`config.mk`:
```
export PLATFORM = sky130hd
export DESIGN_NAME = bidir_dir_ctrl
export DESIGN_NICKNAME = d
export VERILOG_FILES = /design/src/rtl/bidir_pkg.sv /design/src/rtl/bidir_dir_ctrl_sat_counter.sv /design/src/rtl/bidir_dir_ctrl.sv
export SDC_FILE = /design/constraint.sdc
export NUM_CORES = 1
export LEC_CHECK = 0
export ABC_AREA = 1
export CAP_MARGIN = 20
export CORE_ASPECT_RATIO = 1.2
export CORE_UTILIZATION = 35
export CTS_CLUSTER_SIZE = 10
export DETAILED_ROUTE_END_ITERATION = 10
export PLACE_DENSITY = 0.86
export SLEW_MARGIN = 40
export SYNTH_ARGS = -nofsm -noshare
export SYNTH_HDL_FRONTEND = slang
export SYNTH_SLANG_ARGS = --single-unit
```
`constraint.sdc`:
```
create_clock -name a_clk -period 1.4 [get_ports a_clk]
set_input_delay 0.21 -clock a_clk [delete_from_list [all_inputs] [get_ports a_clk]]
set_output_delay 0.21 -clock a_clk [all_outputs]
set_load 0.03 [all_outputs]
```
`src/rtl/bidir_pkg.sv`:
```
// Shared definitions for the bidirectional FIFO direction controller.
//   dir_state_t : direction controller states
//   DIR_WRITE   : a_dir value while port A writes into the FIFO
//   DIR_READ    : a_dir value while port A reads from the FIFO
//   is_turning  : true for every state that is part of a turnaround
package bidir_pkg;

    typedef enum logic [2:0] {
        WRITE   = 3'd0,
        W_DRAIN = 3'd1,
        R_DRAIN = 3'd2,
        HS      = 3'd3,
        GUARD   = 3'd4,
        READ    = 3'd5
    } dir_state_t;

    localparam logic DIR_WRITE = 1'b1;
    localparam logic DIR_READ  = 1'b0;

    function automatic logic is_turning(input dir_state_t s);
        return !((s == WRITE) || (s == READ));
    endfunction

endpackage

```
`src/rtl/bidir_dir_ctrl_sat_counter.sv`:
```
// sat_counter: synchronous up-counter that stops at MAX.
// Ports:
//   i_clk   : clock
//   i_srst  : synchronous active-high reset, count -> 0
//   i_clear : synchronous clear, count -> 0 (after reset in priority)
//   i_inc   : add one unless already at MAX
//   o_count : current count
module sat_counter #(
    parameter int MAX = 16,
    parameter int W   = $clog2(MAX + 1)
) (
    input  logic         i_clk,
    input  logic         i_srst,
    input  logic         i_clear,
    input  logic         i_inc,
    output logic [W-1:0] o_count
);

    localparam logic [W-1:0] MAX_V = W'(MAX);

    logic [W-1:0] r_count;

    always_ff @(posedge i_clk) begin
        if (i_srst) begin
            r_count <= '0;
        end else if (i_clear) begin
            r_count <= '0;
        end else if (i_inc && (r_count != MAX_V)) begin
            r_count <= r_count + 1'b1;
        end
    end

    assign o_count = r_count;

endmodule

```
`src/rtl/bidir_dir_ctrl.sv`:
```
// bidir_dir_ctrl: A-side direction controller for async_bidir_fifo.
// Arbitrates a local TX (write) client and RX (read) client for FIFO port A,
// sequences each direction turnaround (drain, peer handshake, guard) and
// bounds the burst length in each direction so neither side starves.
// Ports:
//   a_clk, a_rst          : clock, synchronous active-high reset
//   tx_valid/tx_data/tx_ready : TX client handshake
//   rx_ready/rx_valid/rx_data : RX client handshake (rx_ready doubles as read request)
//   a_dir, a_winc, a_wdata, a_rinc, a_rdata, a_full, a_empty : FIFO port A
//   peer_req (out), peer_ack, peer_drained (in) : turnaround handshake with B side
//   turning               : high while a turnaround is in progress
module bidir_dir_ctrl #(
    parameter int   DSIZE     = 8,
    parameter int   MAX_BURST = 16,
    parameter int   GUARD     = 4,
    parameter logic RST_DIR   = 1'b1
) (
    input  logic             a_clk,
    input  logic             a_rst,
    input  logic             tx_valid,
    input  logic [DSIZE-1:0] tx_data,
    output logic             tx_ready,
    input  logic             rx_ready,
    output logic             rx_valid,
    output logic [DSIZE-1:0] rx_data,
    output logic             a_dir,
    output logic             a_winc,
    output logic [DSIZE-1:0] a_wdata,
    output logic             a_rinc,
    input  logic [DSIZE-1:0] a_rdata,
    input  logic             a_full,
    input  logic             a_empty,
    output logic             peer_req,
    input  logic             peer_ack,
    input  logic             peer_drained,
    output logic             turning
);

    import bidir_pkg::*;

    // The GUARD parameter hides the package literal of the same name, so the
    // guard state is referenced through this alias.
    localparam dir_state_t ST_GUARD = bidir_pkg::GUARD;

    localparam int BW = $clog2(MAX_BURST + 1);
    localparam int GW = $clog2(GUARD + 1);

    localparam logic [BW-1:0] BURST_MAX_V  = BW'(MAX_BURST);
    localparam logic [BW-1:0] BURST_LAST_V = BW'(MAX_BURST - 1);
    localparam logic [GW-1:0] GUARD_LAST_V = GW'(GUARD - 1);

    localparam dir_state_t RST_STATE = (RST_DIR == DIR_WRITE) ? WRITE : READ;

    dir_state_t      r_state;
    dir_state_t      w_state_next;
    logic            r_dir;
    logic [BW-1:0]   w_burst_cnt;
    logic [GW-1:0]   w_guard_cnt;
    logic            w_tx_ready;
    logic            w_rx_valid;
    logic            w_winc;
    logic            w_rinc;
    logic            w_accept;
    logic            w_burst_hit;
    logic            w_guard_last;
    logic            w_turning;
    logic            w_in_guard;

    // ---------------- datapath gating ----------------
    assign w_tx_ready = ~a_rst & (r_state == WRITE) & ~a_full;
    assign w_rx_valid = ~a_rst & (r_state == READ) & ~a_empty;
    assign w_winc     = tx_valid & w_tx_ready;
    assign w_rinc     = rx_ready & w_rx_valid;
    assign w_accept   = w_winc | w_rinc;

    assign w_turning  = is_turning(r_state);
    assign w_in_guard = (r_state == ST_GUARD);

    // Burst limit is judged after this cycle's accept, so the word that
    // reaches MAX_BURST is the last one of the burst.
    assign w_burst_hit = (w_burst_cnt == BURST_MAX_V) |
                         (w_accept & (w_burst_cnt == BURST_LAST_V));

    assign w_guard_last = w_in_guard & (w_guard_cnt == GUARD_LAST_V);

    // ---------------- counters ----------------
    // Held clear during the whole turnaround so each WRITE/READ starts at 0.
    sat_counter #(.MAX(MAX_BURST), .W(BW)) u_burst_cnt (
        .i_clk   (a_clk),
        .i_srst  (a_rst),
        .i_clear (w_turning),
        .i_inc   (w_accept),
        .o_count (w_burst_cnt)
    );

    sat_counter #(.MAX(GUARD), .W(GW)) u_guard_cnt (
        .i_clk   (a_clk),
        .i_srst  (a_rst),
        .i_clear (~w_in_guard),
        .i_inc   (w_in_guard),
        .o_count (w_guard_cnt)
    );

    // ---------------- FSM ----------------
    always_ff @(posedge a_clk) begin
        if (a_rst) begin
            r_state <= RST_STATE;
            r_dir   <= RST_DIR;
        end else begin
            r_state <= w_state_next;
            // Toggle at the end of the last guard cycle so the new
            // WRITE/READ state already sees the new direction.
            if (w_guard_last) begin
                r_dir <= ~r_dir;
            end
        end
    end

    always_comb begin
        w_state_next = r_state;
        case (r_state)
            WRITE: begin
                if (rx_ready && (!tx_valid || w_burst_hit)) begin
                    w_state_next = W_DRAIN;
                end
            end
            W_DRAIN: begin
                if (peer_drained) begin
                    w_state_next = HS;
                end
            end
            R_DRAIN: begin
                // Unread words simply stay in the FIFO for later.
                w_state_next = HS;
            end
            HS: begin
                if (peer_ack) begin
                    w_state_next = ST_GUARD;
                end
            end
            ST_GUARD: begin
                if (w_guard_last) begin
                    w_state_next = (r_dir == DIR_WRITE) ? READ : WRITE;
                end
            end
            READ: begin
                if (tx_valid && (!rx_ready || a_empty || w_burst_hit)) begin
                    w_state_next = R_DRAIN;
                end
            end
            default: begin
                w_state_next = RST_STATE;
            end
        endcase
    end

    // ---------------- outputs ----------------
    assign tx_ready = w_tx_ready;
    assign rx_valid = w_rx_valid;
    assign a_winc   = w_winc;
    assign a_rinc   = w_rinc;
    assign a_wdata  = tx_data;
    assign rx_data  = a_rdata;
    assign a_dir    = r_dir;
    assign peer_req = (r_state == HS) | w_in_guard;
    assign turning  = w_turning;

endmodule
```
* Yosys cells after proc, flatten, opt, wreduce, memory -nomap -nowiden *
Cells that the tools add are included.

storage, ports and cells
  register bits after elaboration = 12
  output and inout port bits = 23
  word-level logic and storage cells = 60

operators by class
  bitwise operators = 17
  eq/ne operators = 15
  mux-type cells = 7
  reductions and logical operators = 15
  $add $sub $neg = 2

operators by type and width
  cell                   count
  $mux W3                6
  $pmux W3 S6            1
  $eq A3 B2 Y1 const B   3
  $and A1 B1 Y1          8
  $eq A3 B3 Y1 const B   2
  $ne A2 B2 Y1 const B   3
  $not A1 Y1             6
  $add A5 B1 Y5 const B  1
  $eq A5 B4 Y1 const B   1
  $eq A5 B5 Y1 const B   1
  $ne A5 B5 Y1 const B   1
  $reduce_and A5 Y1      1
  $logic_and A1 B1 Y1    4
  $logic_or A1 B1 Y1     4
  $ne A2 B1 Y1 const B   2
  $reduce_or A2 Y1       2
  $add A3 B1 Y3 const B  1
  $eq A3 B1 Y1 const B   1
  $logic_not A1 Y1       3
  $logic_not A3 Y1       1
  $ne A3 B3 Y1 const B   1
  $or A1 B1 Y1           3

* Longest topological paths before layout *
Gate-level depths: netlist (run 1).

  depth after elaboration = 11
  gate-level depth with buffers = 12
  mapped depth without buffers = 12

* By module *
Synthesis (run 1) repeated with hierarchy kept, for this count alone.

second synthesis, totals
  cell total of the unflattened synthesis = 155
  area, all modules = 972.2 sq um

by module, submodules not included
  module                     cells an instance  instances  area each (sq um)  sequential area each (sq um)
  bidir_dir_ctrl             87                 1          523.0              80.1
  sat_counter (u_burst_cnt)  42                 1          280.3              100.1
  sat_counter (u_guard_cnt)  26                 1          168.9              60.1

* Least setup slack after synthesis (run 1) *
Ideal clock, no wire load.

  path kind = register to output
  from = reg r_state[0]
  to = out rx_valid
  arrival time = 1.441 ns
  data required time = 1.190 ns
  slack = -0.251 ns
  stages on the path, launching flop included = 7
  cell sequence = dfxtp_1 > inv_2 > nor2_2 > inv_1 > nor2_1 > inv_1 > nor3_1

between the ends
  longest elaborated chain between the ends = 3

ends and longest elaborated chain
  item                        line                   text
  from (decl)                 bidir_dir_ctrl.sv:54   dir_state_t r_state;
  from (signal assigned)      bidir_dir_ctrl.sv:110  r_state <= w_state_next;
  $eq A3 B3 Y1                bidir_dir_ctrl.sv:71   assign w_rx_valid = ~a_rst & (r_state == READ) & ~a_empty;
  $and A1 B1 Y1 (2 in a row)  bidir_dir_ctrl.sv:71
  to (decl)                   bidir_dir_ctrl.sv:24   output logic rx_valid,

Every way passes these cells.

* Worst setup path after layout (run 1) *
Same ends and word-level chain as after synthesis.

==> results.toml, run 1 <==
[synth]
synthesis.nets = 163
synth_area_um2 = 896
yosysWarnings = 0
yosysUniqueCellTypes = 20
syn_area_per_cell_um2 = 6.74
syn_inst = 133
yosysSeqAreaShare_pct = 26.8
ys_ff_latch = 12

[layout]
stdcell_count = 200
drive_above_1_share_pct = 49.1
area_growth_pct = 52.1
nets = 200
diodes = 0
nFillCells = 211

[timing]
timing.fmax_ghz = 0.596
layout_min_cycle_time_ns = 1.68
worst_clock_skew_ns = 0.00527
setup_slack_ns = -0.278
finalHoldViolCount = 0
hold_ws_ns = 0.420
worst_pin_slew_ns = 0.302
slew_violations = 0
rsz0062_at_grt = "yes"
slew_headroom_pct = 80.0
setup_violations = 13
post-route-period-util_pct = 120

[worst_setup_path]
cp-end-kind = "primary output"
worstPathArrival_ns = 1.47
worstSetupPathType = "flip-flop to primary output"
start_kind = "flip-flop"
critical_path.startpoint = "r_state[0]"
r2r_start = "r_state[0]"
cp_max_fo = 3
crit_required_ns = 1.19

[cts]
clkLatencyLatePin_ns = 0.29
cts_tree = "yes"
cts_root_buffer = "clkbuf_4"
cts_num_sinks = 12
cts-buffers-inserted = 3
hold_buffers = 0
clockBufferDepth = 2
htree_levels = 1
clkTransAtPathRegs_ns = 0.07

[die]
dieArea_um2 = 2770
io_pins = 47
core_um2 = 2350
dieWidth_um = 48.2
num_rows = 19
die_h_um = 57.4
initial_core_util_pct = 38.1

[pwr]
peakVddDrop_v = 0.00115
p_per_area_nw_per_um2 = 1770
p_leak_nw = 0.647

[drt]
antenna_left = 0
drt-initial-drc-count = 16
wl_um = 2170
wl_per_cell_um = 10.8
vias_per_cell = 4.70
vias = 939
first_pass_iters = 4
drc = 0

[place]
dp_hpwl_um = 1610
dp_cells = 191
gp_congestion = 0.879
numPortBuffers = 14

[min_path]
hold_path_class = "primary input to primary output"
min_from = "tx_data[1]"

[global_routing]
met2_usage_pct = 29.1
antenna_found_initial = 0
grt_pass1_vias = 897
grtUsageTotal_pct = 16.7
busiest_layer = "met2"
gr-usage-met3_pct = 3.16
grt_max_degree = 8
grt_overflow = 0
grtUsageMet1_pct = 16.9
grt_pass1_wl_um = 3350

[outcome]
status = "finished, violations left"
violations = "negative setup slack"

[job]
maxCapViolations = 0
layout make-up:
cell class | instances | area, µm² | area share [%]
Clock buffer | 4 | 36.3 | 2.66
Inverter | 23 | 88.8 | 6.52
Multi-Input combinational cell | 82 | 548 | 40.2
Sequential cell | 12 | 249 | 18.3
Tap cell | 31 | 38.8 | 2.85
Timing Repair Buffer | 48 | 402 | 29.5
timing repair:
item | CTS | global route
gates resized for setup | 31 | 16
setup buffers | 2 | 3
endpoints found under the setup margin | 12 | 14
pin swaps | 12 | 11
synth_stat cells:
cell type	n	area share [%]
o21ai_1	4	2.2
o21ai_0	3	1.7
nand4_1	6	4.2
nand3_1	3	1.7
nand3_2	2	2.2
buf_4	16	13
nor3_1	3	1.7
nand2_1	22	9.2
nor2_1	15	6.3
nor4_1	1	0.70
inv_2	2	0.84
a21boi_1	1	0.84
a21oi_1	7	3.9
xor2_1	1	0.98
inv_1	21	8.8
nand2_4	1	1.3
dfxtp_1	12	27
nor2_2	3	2.1
ha_1	6	8.4
nand2_2	4	2.8
state kept, by name (all words and copies together), names as in the netlist:
signal               flops
a_dir                    1
u_burst_cnt.o_count      5
u_guard_cnt.o_count      3
r_state                  3
critical path: stages (launching register included):
cell and delay (ns):
dfxtp_2 0.35, inv_2 0.05, nor2_4 0.11, inv_2 0.06
nor2_4 0.12, buf_6 0.12, inv_4 0.03, nor3_4 0.18
buf_6 0.15
routing by layer:
metal	share of wire, %	wire [µm]
met2	55	1190
met4	2.0	43
met5	0	0
met3	4.2	91
met1	39	843
cells in the final DEF (no fill, tap or decap), types with 2 or more instances in the layout:
| master | instances |
|---|---|
| a21oi_1 | 7 |
| buf_4 | 32 |
| buf_6 | 7 |
| clkbuf_4 | 3 |
| clkdlybuf4s50_1 | 6 |
| dfxtp_1 | 7 |
| dfxtp_2 | 4 |
| dlygate4sd2_1 | 2 |
| ha_1 | 4 |
| inv_1 | 16 |
| inv_2 | 6 |
| nand2_1 | 17 |
| nand2_2 | 8 |
| nand2_4 | 2 |
| nand3_1 | 3 |
| nand3_2 | 2 |
| nand4_1 | 6 |
| nor2_1 | 10 |
| nor2_2 | 5 |
| nor2_4 | 3 |
| o21ai_0 | 3 |
| o21ai_1 | 2 |
| o21ai_2 | 2 |
power by group:
group / leakage (nW) / switching, mW / internal [mW]
Combinational: 0.527 / 0.858 / 0.789
Clock: 0.0210 / 0.128 / 0.159
Sequential: 0.0997 / 0.0671 / 0.409
metrics by stage:
stage	TNS (ns)	util [%]	setup slack [ns]	power, mW	area, µm²
3_5_place_dp	-2.12	49.9	-0.284	1.81	1170
4_1_cts	-0.958	55.2	-0.232	2.25	1300
5_1_grt	-2.89	57.9	-0.372	2.61	1360
6_report	-1.50	57.9	-0.278	2.41	1360
2_1_floorplan	-0.0342	-	-0.0342	1.25	910
3_3_place_gp	-1.69	49.9	-0.240	1.79	1170
logic make-up (layout without fill, tap and decap cells):
group           count (synthesis)  count (layout)  synth area share, %
xor+xnor                        1               1                0.978
compound gates                 15              15                 8.66
fa+ha+maj                       6               6                 8.38
simple gates                   60              60                 32.1
buf+inv                        39              75                 23.0
flops                          12              12                 26.8
path summary, 6_finish.rpt:
path,end,slack [ns],depth (start not counted)
max,rx_valid,-0.28,8
min reg2reg,a_dir,0.50,1
min,a_wdata[1],0.42,0
max reg2reg,r_state[2],-0.18,13
(Power assumes the default switching activity.)
==> inputs of run 2 (changes only) <==
Settings changed: CORE_UTILIZATION 35 to 25, HOLD_SLACK_MARGIN set to 0.06, PLACE_DENSITY 0.86 to 0.68.
==> run 2 against run 1 <==
The flow still finishes with violations (negative setup slack); combinational power rose by 4%; cell count rose by 5.5%; maximum frequency rose by 7.6%; largest cell class unchanged; register-to-register slack improved by 0.10 ns; clock skew fell by 0.0040 ns; first-iteration DRC count fell by 31%; setup slack improved by 0.12 ns; via count fell by 0.64%; die area rose by 38%.
==> results.toml, run 2 (synthesized netlist as in run 1, its figures left out) <==
[worst_setup_path]
r2r_start = "r_state[0]"
critical_path.startpoint = "r_state[0]"
critPathCapture = "rx_valid"
worstPathArrival_ns = 1.35
timing.rr.end = "r_state[0]"
crit_required_ns = 1.19
r2r_setup_slack_ns = -0.08
cp_max_fo = 3
worstSetupPathType = "flip-flop to primary output"
start_kind = "flip-flop"
cp-end-kind = "primary output"
r2r_cells = 11

[layout]
seq_area_um2 = 246
area_growth_pct = 56.1
final_common_cell = "buf_4"
nFillCells = 358
multiInputGateArea_um2 = 542
diodes = 0
largest_reg_flops = 5
layout_common_cells = "buf_4, nand2_1, inv_1, nor2_1, inv_2"
stdcell_count = 211
nets = 206
fin_area_um2 = 1400
drive_above_1_share_pct = 50.6

[global_routing]
grtUsageTotal_pct = 12.4
grt_overflow = 0
grt_pass1_wl_um = 3620
grt_pass1_vias = 917
antenna_found_initial = 0
grt_max_degree = 7

[die]
num_rows = 23
initial_core_util_pct = 26.6
dieArea_um2 = 3830
die_h_um = 67.6
dieWidth_um = 56.6
core_um2 = 3370
io_pins = 47

[drt]
vias_per_cell = 4.42
vias = 933
wl_um = 2220
drc = 0
drt-initial-drc-count = 11
wl_per_cell_um = 10.5
first_pass_iters = 4
antenna_left = 0

[min_path]
hold_path_class = "primary input to primary output"
min_delay_path_depth = 0
min_from = "tx_data[1]"

[timing]
worst_pin_slew_ns = 0.309
slew_headroom_pct = 79.5
finalHoldViolCount = 0
worst_clock_skew_ns = 0.00125
rsz0062_at_grt = "yes"
slew_violations = 0
setup_slack_ns = -0.159
timing.fmax_ghz = 0.641
setup_violations = 9
layout_min_cycle_time_ns = 1.56
post-route-period-util_pct = 111

[outcome]
violations = "negative setup slack"
status = "finished, violations left"

[place]
placed_area_um2 = 1200
numPortBuffers = 14
place_ws_ns = -0.286
dp_cells = 199
dp_hpwl_um = 1660
gp_congestion = 0.830

[cts]
cts_tree = "yes"
cts_root_buffer = "clkbuf_8"
cts-buffers-inserted = 3
clkTransAtPathRegs_ns = 0.05
htree_levels = 1
clkLatencyLatePin_ns = 0.24
cts_num_sinks = 12
clockBufferDepth = 2

[pwr]
switching_power_mw = 1.05
p_clk_share_pct = 12.2
p_per_area_nw_per_um2 = 1790
p_leak_nw = 0.667
combPwrFrac_pct = 68.6
peakVddDrop_v = 0.00127
p_seq_share_pct = 19.1
p_sw_share_pct = 41.9
internal_power_mw = 1.46

[job]
maxCapViolations = 0
[run 2: power groups by stage]
| stage | registers (mW) | clock network (mW) | logic [mW] |
|---|---|---|---|
| final | 0.481 | 0.306 | 1.72 |
| after global routing | 0.489 | 0.327 | 1.88 |
| after CTS | 0.471 | 0.319 | 1.60 |
| after detailed placement | 0.460 | 0 | 1.35 |
| after global placement | 0.456 | 0 | 1.34 |
| after floorplan | 0.462 | 0 | 0.786 |
[run 2: what timing repair did]
item | CTS | global route
setup buffers | 9 | 0
endpoints found under the setup margin | 15 | 15
pin swaps | 3 | 8
resized for setup | 26 | 17
hold buffers | 0 | 0
[run 2: cell type report]
class	count	share of cell area, %
inverter	23	6.35
timing repair buffer	54	31.0
tap	37	3.31
multi-input combinational	82	38.7
sequential	12	17.6
clock buffer	3	2.95
[run 2: routing by layer]
layer | part of all wire (%) | GRT usage (%) | vias to the layer above
met3 | 6.1 | 2.49 | 8
met2 | 51 | 22.9 | 23
met4 | 3.0 | 8.23 | 0
met1 | 39 | 12.7 | 414
met5 | 0 | 0 | -
li1 | - | - | 488
[run 2: worst min path at each step]
stage | slack (ns) | end
finish | 0.42 | a_wdata[1]
global route | 0.42 | rx_data[1]
CTS | 0.42 | a_wdata[5]
detailed placement | 0.42 | a_wdata[5]
global placement | 0.42 | a_wdata[5]
floorplan | 0.31 | a_dir
[run 2: metrics by stage]
step / total power [mW] / util (%) / setup TNS [ns] / hold slack [ns]
2_1_floorplan: 1.25 / - / -0.0342 / 0.310
3_3_place_gp: 1.80 / 35.5 / -1.81 / 0.420
3_5_place_dp: 1.81 / 35.5 / -2.19 / 0.420
4_1_cts: 2.39 / 40.4 / -0.820 / 0.420
5_1_grt: 2.70 / 41.5 / -1.69 / 0.420
6_report: 2.51 / 41.5 / -0.675 / 0.420
[run 2: worst max-delay path, stage by stage (launching register included)]
cell     delay [ns]
dfxtp_2        0.35
inv_2          0.06
nor2_4         0.09
inv_2          0.06
nor2_4         0.12
buf_4          0.12
inv_2          0.03
nor3_2         0.10
buf_4          0.18
